`config.mk`:
```
export PLATFORM = sky130hd
export DESIGN_NAME = sensor_conditioner
export DESIGN_NICKNAME = d
export VERILOG_FILES = /design/src/rtl/sensor_conditioner.sv
export SDC_FILE = /design/constraint.sdc
export NUM_CORES = 1
export LEC_CHECK = 0
export ABC_AREA = 1
export BUFFER_PORTS_ARGS = -buffer_cell sky130_fd_sc_hd__buf_2
export CAP_MARGIN = 40
export CELL_PAD_IN_SITES_DETAIL_PLACEMENT = 1
export CELL_PAD_IN_SITES_GLOBAL_PLACEMENT = 2
export CORE_UTILIZATION = 40
export CTS_CLUSTER_SIZE = 8
export DETAILED_ROUTE_END_ITERATION = 16
export PLACE_DENSITY = 0.95
export SLEW_MARGIN = 20
export SYNTH_ARGS = -nofsm -noshare
export SYNTH_HDL_FRONTEND = slang
export SYNTH_SLANG_ARGS = --single-unit
```
`constraint.sdc`:
```
create_clock -name clk -period 3.82 [get_ports clk]
set_input_delay 0.764 -clock clk [delete_from_list [all_inputs] [get_ports clk]]
set_output_delay 0.764 -clock clk [all_outputs]
set_load 0.01 [all_outputs]
```
`src/rtl/sensor_conditioner.sv`:
```
// sensor_conditioner: sync + debounce IR/gas/fire pins, IR edge pulse and stuck detect, latched alarms with ack
module sensor_conditioner #(
  parameter int DB_CYCLES     = 1000000,
  parameter int DB_W          = 20,
  parameter int STUCK_CYCLES  = 200000000,
  parameter int STUCK_W       = 28,
  parameter bit IR_ACTIVE_LOW = 1'b1
) (
  input  logic clk,
  input  logic reset,
  input  logic ir_raw,
  input  logic gas_raw,
  input  logic fire_raw,
  input  logic alarm_ack,
  output logic ir_clean,
  output logic gas_clean,
  output logic fire_clean,
  output logic ir_pulse,
  output logic ir_stuck,
  output logic gas_alarm,
  output logic fire_alarm,
  output logic alarm_any
);
  logic [2:0] s1, s2, clean;
  logic [DB_W-1:0] cnt [3];
  logic [STUCK_W-1:0] stuck_cnt, stuck_cnt_n;
  logic ir_clean_d, gas_alarm_n, fire_alarm_n;
  assign {fire_clean, gas_clean, ir_clean} = clean;
  assign ir_stuck = stuck_cnt == STUCK_W'(STUCK_CYCLES);
  always_comb begin
    stuck_cnt_n  = !ir_clean ? '0 : ir_stuck ? stuck_cnt : stuck_cnt + STUCK_W'(1);
    gas_alarm_n  = gas_clean | (gas_alarm & ~alarm_ack);
    fire_alarm_n = fire_clean | (fire_alarm & ~alarm_ack);
  end
  always_ff @(posedge clk) begin
    if (!reset) begin
      s1         <= '0;
      s2         <= '0;
      clean      <= '0;
      for (int k = 0; k < 3; k++) cnt[k] <= '0;
      stuck_cnt  <= '0;
      ir_clean_d <= 1'b0;
      ir_pulse   <= 1'b0;
      gas_alarm  <= 1'b0;
      fire_alarm <= 1'b0;
      alarm_any  <= 1'b0;
    end else begin
      s1 <= {fire_raw, gas_raw, ir_raw ^ IR_ACTIVE_LOW};
      s2 <= s1;
      for (int k = 0; k < 3; k++) begin
        if (s2[k] == clean[k]) cnt[k] <= '0;
        else if (cnt[k] == DB_W'(DB_CYCLES - 1)) begin
          clean[k] <= ~clean[k];
          cnt[k]   <= '0;
        end else cnt[k] <= cnt[k] + DB_W'(1);
      end
      stuck_cnt  <= stuck_cnt_n;
      ir_clean_d <= ir_clean;
      ir_pulse   <= ir_clean & ~ir_clean_d & ~ir_stuck;
      gas_alarm  <= gas_alarm_n;
      fire_alarm <= fire_alarm_n;
      alarm_any  <= gas_alarm_n | fire_alarm_n | (stuck_cnt_n == STUCK_W'(STUCK_CYCLES));
    end
  end
endmodule

```
After elaboration in Yosys (flattened, before gate mapping):

Memory sizes are Yosys's and may differ from the RTL's.
Cells that the tools add are included.

* register bits: 42
* bits in latches: 0
* bits in writable memories: 60
* ROM bits: 0
* output and inout port bits: 8
* memories: 1

Memory list
* cnt: words 3, width 20, rd ports 3, clocked after memory_dff 0, write ports 3, RTL line 25 `logic [DB_W-1:0] cnt [3];`

* add/subtract/negate cells: 4
* multiply operators: 0
* divide/modulo/power cells: 0
* $lt $le $gt $ge: 0
* equality and inequality tests: 8
* shift-type cells: 0
* mux-type cells: 45
* bitwise gates (word level): 27
* reductions and logical operators: 3

Operator list (number)
* 2-to-1 mux 20 bit: 9
* adder 20 x 1 -> 20 bit (second input constant): 3
* equality test 20 bit (second input constant): 3
* equality test 28 bit (second input constant): 2
* 2-to-1 mux 28 bit: 2
* 2-to-1 mux 1 bit: 34
* adder 28 x 1 -> 28 bit (second input constant): 1
* bitwise OR 1 bit: 13
* inverter 1 bit: 10
* AND reduction 2 bit: 3
* bitwise AND 1 bit: 4
* equality test 1 bit: 3

Longest topological paths before layout:

* word-level depth: 7
* depth in mapped cells: 14

Worst setup path after synthesis:

OpenSTA, ideal clock, no wires.

* kind: in2reg
* start point: input port reset
* end point: memory cnt[1][9], data pin
* arrival time: 1799 ps
* data required time: 3653 ps
* path slack: 1854 ps
* stages on the path: 7
* path buffers: 1
* cells stage by stage: clkinv_1 -> a21oi_1 -> o21ai_0 -> nor2_1 -> inv_2 -> buf_2 -> a211oi_1

RTL lines
* start, declared: RTL line 10 `input logic reset,`
* end, declared: RTL line 25

Worst setup path in the final report:

* start point: register stuck_cnt[17]
* end point: output port ir_stuck

* longest elaborated chain between the ends: 1

Ends and longest elaborated chain
* start, declared: RTL line 26 `logic [STUCK_W-1:0] stuck_cnt, stuck_cnt_n;`
* start signal, assigned: RTL line 57 `stuck_cnt <= stuck_cnt_n;`
* equality test 28 bit: RTL line 29 `assign ir_stuck = stuck_cnt == STUCK_W'(STUCK_CYCLES);`
* end, declared: RTL line 19 `output logic ir_stuck,`

No other way between the ends.

==> impl_metrics.toml <==
[run_status]
status = "finished clean"

[power]
clkPwrFrac = 0.407
switchingPower_mw = 0.5200
p_leak_nw = 2.513
seqPwrFrac = 0.558
vdd_drop_max_v = 0.0003389
combPwrFrac = 0.034
cell_internal_pwr_mw = 1.663
switching_share = 0.2382
powerDensity_mw_per_mm2 = 337.6

[placement]
place_hpwl_mm = 11.14
gp_congestion = 0.8409
port_buffers = 13

[grt]
grt_max_degree = 26
antenna_found_initial = 1
grt.total_usage = 0.2156
grt_pass1_wl_mm = 24.78
overflow = 0
grt_pass1_vias = 5271

[worst_setup_path]
cp_max_fo = 5
endpoint_kind = "primary output"
worst_ep_required_time_ns = 3.06
critPathKind = "reg -> out"
cp-start-kind = "register"
cp.arrival_ns = 1.79

[yosys]
yosysTopAreaCell = "edfxtp_1"
netlist.area_leader.share = 0.3160
synth_cell_types = 41
ys_seq_elements = 102
seq_area_frac_synth = 0.4635
synth_edf_count = 60
synthFlopType = "edfxtp_1"
synthArstFlopShare = 0
synth_area_sq_mm = 0.005702
syn_avg_cell_area_sq_um = 7.552
synth_area_leaders = "edfxtp_1 (32%), dfxtp_1 (15%), nand2_1 (11%), nor2_1 (9.6%), inv_1 (6.5%)"
yosys_warnings = 0
post_synth_inst_count = 755

[route]
wl_per_cell_microns = 14.24
via_count = 5048
ant_nets = 0
firstDrtPassIters = 4
drt_iter0_drc = 253
routed_wl_mm = 14.47
drc = 0
viasPerCell = 4.969

[timing]
hold_viol = 0
tns_ns = 0
max_slew_margin = 0.4889
finalClockSkew_ns = 0.007245
finalCritPeriodShare = 0.6684
setup_viol = 0
maxClockFrequency_ghz = 0.3917
worst_slew_pin_slew_ns = 0.7666
whs_ns = 0.4079
final.min_clock_period_ns = 2.553
rsz0062_at_grt = "false"
slew_viol_final = 0

[finish]
fillers = 1824
area_delta_synth_final_pct = 13.41
n_antenna_cell = 0
multi_input_comb_area_sq_mm = 0.002851
seq_area_sq_mm = 0.002643
nets = 842
drive_gt1_frac = 0.08014

[clock_network]
tritoncts = "done"
clk_pin_slew_ns = 0.07
post_cts_resized = 0
cts-htree-levels = 3
clock_sinks = 102
clock_latency_ns = 0.36
post_cts_buffers = 0
ctsHoldBuffers = 0
cts-root-buf = "clkbuf_16"
cts_buffers = 9
clock_path_buffers = 2

[floorplanning]
rows = 43
fp.dieH_microns = 121.4
dieArea_sq_mm = 0.01474
pin_count = 14
start_util = 0.4108
die_w_microns = 121.4
core_sq_mm = 0.01388

[min_path]
hold_path.class = "reg -> reg"

[flow_run]
drv_cap = 0
[cell usage in the layout (no fill, tap or decap), types with 20 or more instances in the layout]
master / synthesis / final
nand3_1: 45 / 45
dfxtp_1: 42 / 42
edfxtp_1: 60 / 60
inv_1: 98 / 98
nand4_1: 23 / 23
nand2_1: 163 / 163
conb_1: 1 / 60
nor2_1: 146 / 146
a21oi_1: 36 / 36
nor3_1: 20 / 20
[Yosys cell counts, drive strengths merged (2+ instances only)]
cell	instances
nand3	48
nor3b	10
a211oi	2
o21a	3
inv	102
buf	5
o21ai	19
o21bai	2
nor4	9
or2	3
a21o	2
nand2	170
xnor2	4
ha	5
a21oi	37
xor2	12
a31oi	2
dfxtp	42
nand3b	3
nand4	23
clkbuf	4
and3	2
edfxtp	60
nor2	156
nor3	25
[state kept, by name, summed over array words and instances, names as in the netlist]
register and flops:
alarm_any 1, fire_alarm 1, ir_clean_d 1, clean 3, s2 3, ir_pulse 1
gas_alarm 1, stuck_cnt 28, s1 3, cnt 60
[path summary, 6_finish.rpt]
check | from | to | slack, ns | cells past startpoint
max | stuck_cnt[17] | ir_stuck | 1.27 | 7
min | ir_clean_d | ir_pulse | 0.41 | 1
max reg2reg | cnt[2][0] | cnt[2][12] | 1.28 | 7
min reg2reg | ir_clean_d | ir_pulse | 0.41 | 1
[cell type report]
cell class,instances,share of cell area
flip-flops and latches,102,0.4087
multi-input cells,600,0.4410
clock buffers,9,0.03483
repair buffers,15,0.01238
well taps,180,0.03483
inverters,103,0.05979
clock inverters,7,0.008514
[cells by family after synthesis]
kind of cell	share of synthesized area
compound gates	0.06517
xor+xnor	0.02458
fa+ha+maj	0.01097
buf+inv	0.07527
flops	0.4635
other cells	0.0006577
simple gates	0.3599
[critical path: stages (launching register included)]
cell and delay, ns:
dfxtp_1 0.44, nand2_1 0.15, nor2_1 0.24, nand3_1 0.11, nor2_1 0.18, nand2_1 0.10
inv_1 0.08, buf_2 0.13
[power by group through the flow]
stage,combinational (mW),clock [mW],sequential (mW)
after global placement,0.0702,0,1.24
after CTS,0.0740,0.923,1.22
after detailed placement,0.0731,0,1.24
after global routing,0.0889,0.950,1.22
after floorplan,0.0577,0,1.24
final,0.0751,0.889,1.22
[layer usage]
layer	vias to the layer above	track usage	share of wire
met3	15	0.04605	0.028
met2	43	0.3842	0.51
li1	2552	-	-
met5	-	0	0
met1	2438	0.2583	0.45
met4	0	0.06173	0.015
[stage by stage]
stage                     worst slack, ns  power, mW  instance area [sq um]  utilization  cells
after floorplan                     1.854      1.293                   5923            -    814
after CTS                           1.222      2.216                   6466       0.4658   1016
after global placement              1.354      1.311                   6186       0.4456   1000
final                               1.267      2.183                   6466       0.4658   1016
after global routing               0.9483      2.263                   6466       0.4658   1016
after detailed placement            1.242      1.317                   6186       0.4456   1000
Note: power is estimated with default switching activity, not from simulation.
